## src/rtl/p18_pkg.sv

```systemverilog
// Shared paddle geometry and controller encodings.
// Used by the paddle controller and the paddle painter.
package p18_pkg;

  localparam int SCREEN_WIDTH         = 640;
  localparam int PADDLE_SEGMENT_WIDTH = 8;
  localparam int PADDLE_NUM_SEGMENTS  = 6;
  localparam int PADDLE_WIDTH =
    PADDLE_SEGMENT_WIDTH * PADDLE_NUM_SEGMENTS;
  localparam int X_MAX    = SCREEN_WIDTH - PADDLE_WIDTH;
  localparam int X_CENTER = X_MAX / 2;

  typedef enum logic [1:0] {
    ST_IDLE = 2'd0,
    ST_SLOW = 2'd1,
    ST_FAST = 2'd2
  } state_e;

  typedef enum logic {
    DIR_LEFT  = 1'b0,
    DIR_RIGHT = 1'b1
  } dir_e;

  // One clamped step; 11-bit math so neither side wraps.
  function automatic logic [9:0] step_x(
    input logic [9:0]  x,
    input logic [10:0] spd,
    input logic        right
  );
    logic [10:0] xe;
    logic [10:0] sum;
    xe  = {1'b0, x};
    sum = xe + spd;
    if (right) begin
      if (sum > 11'(X_MAX)) return 10'(X_MAX);
      return sum[9:0];
    end
    if (xe < spd) return 10'd0;
    return 10'(xe - spd);
  endfunction

endpackage

```

## src/rtl/p18_paddle_controller_if.sv

```systemverilog
// Paddle controller button/control inputs and position outputs.
// master drives buttons, frame_tick, center_req; slave returns x and flags.
interface p18_paddle_controller_if;

  logic       btn_left;
  logic       btn_right;
  logic       frame_tick;
  logic       center_req;
  logic [9:0] x;
  logic       at_left;
  logic       at_right;
  logic       moving;

  modport master (
    output btn_left, btn_right, frame_tick, center_req,
    input  x, at_left, at_right, moving
  );

  modport slave (
    input  btn_left, btn_right, frame_tick, center_req,
    output x, at_left, at_right, moving
  );

endinterface

```

## src/rtl/p18_button_debounce.sv

```systemverilog
// 2-flop synchroniser plus per-frame debounce for one raw button.
// Ports: clk, nRst, raw (async), frame_tick, db (debounced level).
module p18_button_debounce #(
  parameter int DEBOUNCE_FRAMES = 2
) (
  input  logic clk,
  input  logic nRst,
  input  logic raw,
  input  logic frame_tick,
  output logic db
);

  localparam int CW =
    (DEBOUNCE_FRAMES > 1) ? $clog2(DEBOUNCE_FRAMES) : 1;
  localparam logic [CW-1:0] CNT_MAX = CW'(DEBOUNCE_FRAMES - 1);

  logic [1:0]    sync_q;
  logic          db_q, db_d;
  logic [CW-1:0] cnt_q, cnt_d;

  always_comb begin
    db_d  = db_q;
    cnt_d = cnt_q;
    if (frame_tick) begin
      if (sync_q[1] == db_q) begin
        cnt_d = '0;
      end else if (cnt_q == CNT_MAX) begin
        db_d  = sync_q[1];
        cnt_d = '0;
      end else begin
        cnt_d = cnt_q + 1'b1;
      end
    end
  end

  always_ff @(posedge clk or negedge nRst) begin
    if (!nRst) begin
      sync_q <= '0;
      db_q   <= 1'b0;
      cnt_q  <= '0;
    end else begin
      sync_q <= {sync_q[0], raw};
      db_q   <= db_d;
      cnt_q  <= cnt_d;
    end
  end

  assign db = db_q;

endmodule

```

## src/rtl/p18_paddle_controller.sv

```systemverilog
// Buttons -> paddle left-edge x, updated once per frame.
// Ports: clk, nRst, bus (slave: buttons/tick/center in, x/flags out).
module p18_paddle_controller
  import p18_pkg::*;
#(
  parameter int DEBOUNCE_FRAMES = 2,
  parameter int ACCEL_FRAMES    = 8,
  parameter int SLOW_SPEED      = 2,
  parameter int FAST_SPEED      = 6
) (
  input logic                    clk,
  input logic                    nRst,
  p18_paddle_controller_if.slave bus
);

  localparam int HW = $clog2(ACCEL_FRAMES + 1);
  localparam logic [HW-1:0] HOLD_LAST = HW'(ACCEL_FRAMES - 1);

  logic db_left, db_right;

  p18_button_debounce #(
    .DEBOUNCE_FRAMES(DEBOUNCE_FRAMES)
  ) u_db_left (
    .clk       (clk),
    .nRst      (nRst),
    .raw       (bus.btn_left),
    .frame_tick(bus.frame_tick),
    .db        (db_left)
  );

  p18_button_debounce #(
    .DEBOUNCE_FRAMES(DEBOUNCE_FRAMES)
  ) u_db_right (
    .clk       (clk),
    .nRst      (nRst),
    .raw       (bus.btn_right),
    .frame_tick(bus.frame_tick),
    .db        (db_right)
  );

  state_e        state_q, state_d;
  dir_e          dir_q, dir_d;
  logic [HW-1:0] hold_q, hold_d;
  logic [9:0]    x_q, x_d;
  logic          at_left_q, at_right_q, moving_q;

  logic          req_valid;
  dir_e          req_dir;
  logic          move;
  logic [10:0]   spd;

  // db_left/db_right are the pre-update values on a tick.
  assign req_valid = db_left ^ db_right;
  assign req_dir   = db_right ? DIR_RIGHT : DIR_LEFT;

  always_comb begin
    state_d = state_q;
    dir_d   = dir_q;
    hold_d  = hold_q;
    x_d     = x_q;
    move    = 1'b0;
    spd     = 11'(SLOW_SPEED);
    if (bus.center_req) begin
      x_d     = 10'(X_CENTER);
      state_d = ST_IDLE;
      hold_d  = '0;
    end else if (bus.frame_tick) begin
      if (!req_valid) begin
        state_d = ST_IDLE;
        hold_d  = '0;
      end else if (state_q == ST_IDLE || dir_q != req_dir) begin
        state_d = ST_SLOW;
        hold_d  = HW'(1);
        dir_d   = req_dir;
        move    = 1'b1;
      end else if (state_q == ST_SLOW) begin
        move   = 1'b1;
        hold_d = hold_q + HW'(1);
        if (hold_q >= HOLD_LAST) state_d = ST_FAST;
      end else begin
        move = 1'b1;
        spd  = 11'(FAST_SPEED);
      end
      if (move) x_d = step_x(x_q, spd, dir_d == DIR_RIGHT);
    end
  end

  always_ff @(posedge clk or negedge nRst) begin
    if (!nRst) begin
      state_q    <= ST_IDLE;
      dir_q      <= DIR_LEFT;
      hold_q     <= '0;
      x_q        <= 10'(X_CENTER);
      at_left_q  <= 1'b0;
      at_right_q <= 1'b0;
      moving_q   <= 1'b0;
    end else begin
      state_q    <= state_d;
      dir_q      <= dir_d;
      hold_q     <= hold_d;
      x_q        <= x_d;
      at_left_q  <= (x_d == 10'd0);
      at_right_q <= (x_d == 10'(X_MAX));
      moving_q   <= (state_d != ST_IDLE);
    end
  end

  assign bus.x        = x_q;
  assign bus.at_left  = at_left_q;
  assign bus.at_right = at_right_q;
  assign bus.moving   = moving_q;

endmodule
```

## src/flat_wrapper.sv

```systemverilog
// flat-port wrapper written by rule: the top's interface ports become plain ports
module p18_paddle_controller_flat import p18_pkg::*;
#(
  parameter int DEBOUNCE_FRAMES = 2,
  parameter int ACCEL_FRAMES    = 8,
  parameter int SLOW_SPEED      = 2,
  parameter int FAST_SPEED      = 6
)
  (clk, nRst, bus_btn_left, bus_btn_right, bus_frame_tick, bus_center_req, bus_x, bus_at_left, bus_at_right, bus_moving);
  p18_paddle_controller_if bus_i ();
  input logic clk;
  input logic nRst;
  input wire logic [$bits(bus_i.btn_left)-1:0] bus_btn_left;
  input wire logic [$bits(bus_i.btn_right)-1:0] bus_btn_right;
  input wire logic [$bits(bus_i.frame_tick)-1:0] bus_frame_tick;
  input wire logic [$bits(bus_i.center_req)-1:0] bus_center_req;
  output wire logic [$bits(bus_i.x)-1:0] bus_x;
  output wire logic [$bits(bus_i.at_left)-1:0] bus_at_left;
  output wire logic [$bits(bus_i.at_right)-1:0] bus_at_right;
  output wire logic [$bits(bus_i.moving)-1:0] bus_moving;
  assign bus_i.btn_left = bus_btn_left;
  assign bus_i.btn_right = bus_btn_right;
  assign bus_i.frame_tick = bus_frame_tick;
  assign bus_i.center_req = bus_center_req;
  assign bus_x = bus_i.x;
  assign bus_at_left = bus_i.at_left;
  assign bus_at_right = bus_i.at_right;
  assign bus_moving = bus_i.moving;
  p18_paddle_controller #(.DEBOUNCE_FRAMES(DEBOUNCE_FRAMES), .ACCEL_FRAMES(ACCEL_FRAMES), .SLOW_SPEED(SLOW_SPEED), .FAST_SPEED(FAST_SPEED)) u_core (.clk(clk), .nRst(nRst), .bus(bus_i));
endmodule
```

## config.mk

```make
export PLATFORM = sky130hd
export DESIGN_NAME = p18_paddle_controller_flat
export DESIGN_NICKNAME = d
export VERILOG_FILES = /design/src/rtl/p18_pkg.sv /design/src/rtl/p18_paddle_controller_if.sv /design/src/rtl/p18_button_debounce.sv /design/src/rtl/p18_paddle_controller.sv /design/src/flat_wrapper.sv
export SDC_FILE = /design/constraint.sdc
export NUM_CORES = 1
export LEC_CHECK = 0
export BUFFER_PORTS_ARGS = -buffer_cell sky130_fd_sc_hd__buf_2
export CORE_UTILIZATION = 50
export DETAILED_ROUTE_END_ITERATION = 16
export PLACE_DENSITY = 0.69
export SETUP_SLACK_MARGIN = 0.15
export SLEW_MARGIN = 20
export SYNTH_ARGS = -nofsm -noshare
export SYNTH_HDL_FRONTEND = slang
export SYNTH_SLANG_ARGS = --single-unit
```

## constraint.sdc

```tcl
create_clock -name clk -period 3.65 [get_ports clk]
set_input_delay 0.365 -clock clk [delete_from_list [all_inputs] [get_ports clk]]
set_output_delay 0.365 -clock clk [all_outputs]
set_load 0.03 [all_outputs]
```

* Word-level counts from Yosys, hierarchy flattened
Cells that the tools add are included.
** Storage, ports and cells
- Output and inout bits :: 13
- Logic and storage cells :: 91
- Bits of input ports :: 6
- Flip-flop bits (word level) :: 28
** Cells by class
- $add $sub $neg :: 5
- Muxes and demuxes :: 51
- $lt $le $gt $ge :: 3
- Bitwise operators :: 4
- Equal/unequal tests :: 6
- Reduce and logical (&&, ||, !) cells :: 9
** Operator list (number)
- 10-bit two-way mux :: 9
- 11-bit two-way mux :: 4
- 1-bit two-way mux :: 26
- 4-bit two-way mux :: 5
- 2-bit two-way mux :: 6
- 10-bit by 11-bit adder with 11-bit output :: 1
- 11-bit by 10-bit greater-than comparator with 1-bit output (second input constant) :: 1
- 10-bit by 11-bit < comparator with 1-bit output :: 1
- 10-bit == test (second input constant) :: 1
- 10-bit zero test :: 1
- 10-bit subtractor :: 1
- 3-bit AND reduction :: 2
- 4-bit by 1-bit adder with 4-bit output (second input constant) :: 1
- 4-bit by 3-bit greater-or-equal comparator with 1-bit output (second input constant) :: 1
- 4-bit != test (second input constant) :: 1
- 2-bit AND reduction :: 2
- 2-bit nonzero test :: 2
- 3-bit two-way mux :: 1
- 1-bit inverter :: 3
- 1-bit adder (second input constant) :: 2
- 1-bit == test :: 2
- 2-bit by 1-bit == test with 1-bit output (second input constant) :: 1
- 2-bit zero test :: 1
- 1-bit logical OR :: 1
- 2 further kinds :: 2

* Longest topological paths before layout
- Word-level depth :: 23
- Gate-level depth with buffers :: 15

* Cells and area by module
A second synthesis with hierarchy kept.
** Second synthesis, totals
- Cell total of the unflattened synthesis :: 229
- Area total of the unflattened synthesis :: 2038.2 sq um
** By module, submodules not included
- p18_paddle_controller :: area each 1742.9 sq um, times used 1, cells each 209
- p18_button_debounce :: area each 147.6 sq um, times used 2, cells each 10

* Worst setup path after synthesis
No wires, ideal clock.
- Kind :: register to register
- From :: register u_core.u_db_left.db_q (netlist: u_core.u_db_left.db)
- To :: register u_core.at_left_q (netlist: u_core.bus.at_left)
- Required time :: 3.555 ns
- Arrival :: 3.042 ns
- Slack :: 0.513 ns
- Library setup time :: 0.095 ns
- Path buffers :: 0
- Stages on the path, launching flop included :: 15
- Cell sequence :: dfrtp_1 nor2b_1 nand2_1 o21ai_0 nand2_1 inv_1 fa_1 or3b_4 nand2b_4 or4_4 nand3_1 a31oi_1 a221oi_2 nand4bb_1 nor4b_2
** Between the ends
- Longest elaborated chain between the ends :: 20
- Elaborated cells between the ends (all ways) :: 37
** RTL lines
- from (decl) :: line p18_button_debounce.sv:18 : logic db_q, db_d;
- from (signal assigned) :: line p18_button_debounce.sv:39 : db_q <= 1'b0;
- from (signal assigned) :: line p18_button_debounce.sv:43 : db_q <= db_d;
- 1-bit XOR (*) :: line p18_paddle_controller.sv:53 : assign req_valid = db_left ^ db_right;
- 11-bit two-way mux :: line p18_paddle_controller.sv:68 : if (!req_valid) begin
- 11-bit two-way mux :: line p18_paddle_controller.sv:67 : end else if (bus.frame_tick) begin
- 11-bit two-way mux :: line p18_paddle_controller.sv:63 : if (bus.center_req) begin
- 10-bit by 11-bit adder with 11-bit output :: line p18_pkg.sv:33 : sum = xe + spd;
- 11-bit by 10-bit greater-than comparator with 1-bit output :: line p18_pkg.sv:35 : if (sum > 11'(X_MAX)) return 10'(X_MAX);
- 1-bit two-way mux :: line p18_pkg.sv:35
- 1-bit two-way mux :: line p18_pkg.sv:34 : if (right) begin
- [4 not listed]
- 10-bit two-way mux :: line p18_pkg.sv:34
- 10-bit two-way mux :: line p18_pkg.sv:38 : if (xe < spd) return 10'd0;
- 10-bit two-way mux :: line p18_pkg.sv:39 : return 10'(xe - spd);
- 10-bit two-way mux :: line p18_pkg.sv:38
- 10-bit two-way mux (*) :: line p18_paddle_controller.sv:84 : if (move) x_d = step_x(x_q, spd, dir_d == DIR_RIGHT);
- 10-bit two-way mux (*) :: line p18_paddle_controller.sv:67
- 10-bit two-way mux (*) :: line p18_paddle_controller.sv:63
- 10-bit zero test (*) :: line p18_paddle_controller.sv:102 : at_left_q <= (x_d == 10'd0);
- to (signal assigned) :: line p18_paddle_controller.sv:102
- to (decl) :: line p18_paddle_controller.sv:45 : logic at_left_q, at_right_q, moving_q;
Every way passes the cells marked *; elsewhere a longest branch is shown, timed or not. The select of a mux whose other input is x is not followed.
A chain may end at the register's enable or synchronous reset.

* Worst setup path in the final report
Same ends and word-level chain as after synthesis.

==> key figures <==
Route
  • WL/cell: 15.06 um
  • Final WL: 4231 um
  • # DRC: 0
  • Vias/cell: 5.858
  • DR iter-0 viols: 157
  • Total iterations of the first detailed-routing run: 4
  • Vias: 1,646
  • Routed Antenna Nets: 0

Die
  • Initial core utilization: 54.33%
  • CORE AREA: 3468 um2
  • Chip width: 63.39 um
  • DIE AREA: 4018 um2
  • Number of cell rows: 21
  • Chip height: 63.39 um
  • Num ports: 19

Critical path
  • Reg2Reg Launch Point: u_core.u_db_left.db
  • CP required: 3.84 ns
  • Worst reg-to-reg path cell count: 14
  • WS Path Type: register to register
  • R2r setup slk: 0.32 ns
  • Critical path capture point type: register
  • Crit path DAT: 3.52 ns
  • Startpoint types: register
  • Crit path max fanout: 6
  • R2R Path End: u_core.bus.at_left

Layout
  • Layout cell share with drive strength beyond 1: 18.72%
  • End-of-flow core utilization: 60.10%
  • Finished Layout Cells: 281
  • Diodes inserted: 0
  • Most frequent cells in the layout: dfrtp_1, nor2_1, nand2_1, a21oi_1, buf_2
  • Fin nets: 247
  • Most common cell after layout, fill and taps aside: dfrtp_1
  • Synthesis-to-finish area growth: 10.62%
  • Multi-input gate area: 1077 um2
  • FF/Latch Area: 705.7 um2
  • Fill cells: 320

Power
  • Tot Pwr: 1594 uW
  • Leakage power total: 0.0009068 uW
  • Maximum vdd drop: 0.4220 mV
  • Power density over cell area: 764.8 nW/um2

Placement
  • Routability Congestion: 0.8403
  • I/O Buffers: 18
  • Placed Cells: 276
  • HPWL Detailed: 3083 um

STA
  • Worst-Margin Slew: 0.5970 ns
  • Slew Viols, Final: 0
  • Final period util: 91.16%
  • Final TNS setup: 0 ns
  • RSZ-0062 raised after global routing: no
  • Final setup viols: 0
  • Final Hold Fails: 0
  • Final Critical Period: 3.327 ns
  • Clock skew after layout: 0.004862 ns
  • Slew HR: 60.20%
  • Highest Clock Rate: 0.3005 GHz

Clock tree
  • Clock Latency Late Sink: 0.27 ns
  • Clk root buf: clkbuf_8
  • H-Tree Depth: 1
  • CTS tree: done
  • CTS Sinks: 28
  • CTS buffer count: 3
  • Bufs on Longest Clock Path: 2
  • Clock-pin slew on the worst setup and hold paths: 0.10 ns

Logic synthesis
  • Post-synth cell types: 53
  • Seq/Total Area, Yosys: 37.38%
  • Post-synth EDFFs: 0
  • Post-Syn Area: 1884 um2
  • Post-synthesis register bit count: 28
  • Syn Area/Cell: 8.450 um2
  • Mapped Cells: 223
  • Fraction of registers with async set/reset: 100.0%
  • Syn Nets: 234
  • Top_reg_cell synth: dfrtp_1
  • Synth warn: 0

Global routing
  • Total track usage: 22.56%
  • Vias in the first global route: 1,549
  • Initial antenna violation count: 0
  • Largest net degree at the start of global routing: 29
  • Global-route wire length before repair: 7086 um
  • GRT overflow: 0

Min path
  • Min-Delay Path Class: input pin to asynchronous set/reset pin

Flow run
  • Max-cap violations: 0

Status
  • Status: complete, no violations
-- layer usage --
metal	wire length, um	global-route usage (%)
met1	1867	30.02
met2	2069	37.37
met3	217	2.899
met4	77	8.239
met5	0	0
-- state kept, by name, summed over array words and instances (netlist names) --
signal,flops
u_core.state_q,2
u_core.bus.at_left,1
u_core.u_db_right.sync_q,2
u_core.u_db_right.cnt_q,1
u_core.dir_q,1
u_core.u_db_left.cnt_q,1
u_core.u_db_left.sync_q,2
u_core.u_db_right.db,1
u_core.bus.moving,1
u_core.bus.x,10
u_core.u_db_left.db,1
u_core.hold_q,4
u_core.bus.at_right,1
-- synth_stat cells (all sizes together) (2+ instances only) --
| master | count | area, um2 |
|---|---|---|
| nor2 | 20 | 75.07 |
| o31ai | 3 | 22.52 |
| a211o | 2 | 17.52 |
| buf | 5 | 31.28 |
| ha | 3 | 37.54 |
| mux2 | 2 | 22.52 |
| nor3 | 7 | 35.03 |
| a211oi | 2 | 20.02 |
| or3 | 3 | 18.77 |
| mux2i | 2 | 20.02 |
| xnor2 | 8 | 70.07 |
| o211ai | 4 | 30.03 |
| nor2b | 3 | 18.77 |
| dfrtp | 25 | 625.6 |
| a31o | 2 | 17.52 |
| dfstp | 3 | 78.83 |
| a21oi | 18 | 90.09 |
| o21ai | 21 | 105.1 |
| nand2b | 5 | 38.78 |
| nand2 | 21 | 78.83 |
| a31oi | 6 | 37.54 |
| or4 | 2 | 18.77 |
| and3 | 2 | 12.51 |
| nand3 | 6 | 30.03 |
| inv | 12 | 45.04 |
| clkbuf | 10 | 37.54 |
| nor4 | 2 | 12.51 |
| xor2 | 4 | 35.03 |
| fa | 2 | 40.04 |
-- worst max-delay path, stage by stage, from the launching register on --
cell	delay, ns
dfrtp_2	0.46
nor2b_2	0.17
nand2_1	0.10
o21ai_2	0.10
nand2_2	0.10
inv_1	0.10
fa_2	0.24
or3b_4	0.39
nand2b_4	0.16
or4_4	0.46
nand3_1	0.11
a31oi_1	0.10
a221oi_2	0.30
nand4bb_1	0.18
nor4b_2	0.26
-- cell families (layout without fill, tap and decap cells) --
group,after synthesis,after routing,synth area share [%]
simple gates,80,80,22.38
xor+xnor,12,12,5.578
fa+ha+maj,5,5,4.117
mux,4,4,2.258
compound gates,67,67,22.25
flops,28,28,37.38
buf+inv,27,39,6.043
-- worst max-delay path by stage --
stage | slack (ns) | from | to
final | 0.32 | u_core.u_db_left.db | u_core.bus.at_left
after global routing | 0.12 | u_core.u_db_left.db | u_core.bus.at_left
after CTS | 0.16 | u_core.dir_q | u_core.bus.at_right
after detailed placement | 0.22 | u_core.u_db_left.db | u_core.bus.at_right
after global placement | 0.35 | u_core.u_db_left.db | u_core.bus.at_left
after floorplan | 0.51 | u_core.u_db_left.db | u_core.bus.at_left
-- through the flow --
| stage | instance area [um2] | hold WS, ns | worst slack [ns] |
|---|---|---|---|
| 6_report | 2085 | 0.08942 | 0.3227 |
| 5_1_grt | 2085 | 0.1366 | 0.1207 |
| 4_1_cts | 2064 | 0.1090 | 0.1608 |
| 3_5_place_dp | 1993 | 0.3365 | 0.2165 |
| 3_3_place_gp | 1993 | 0.3331 | 0.3532 |
| 2_1_floorplan | 1884 | 0.06941 | 0.5133 |
-- report_power, final --
group          internal, uW  total, uW  leakage [uW]  switching [uW]
registers               395        524      0.000358             129
clock network           147        241     0.0000357            94.0
logic                   328        829      0.000513             501
-- cell type report --
class,count,share of cell area [%]
Inverter,12,2.161
Tap cell,46,2.761
Sequential cell,28,33.85
Clock buffer,3,1.981
Timing Repair Buffer,23,6.122
Clock inverter,1,1.441
Multi-Input combinational cell,168,51.68
-- timing repair --
action	in CTS	in global routing
setup buffers	0	1
setup endpoints to repair	0	2
hold buffers	0	0
resized for setup	0	6
Power figures use the tool's default switching activity.
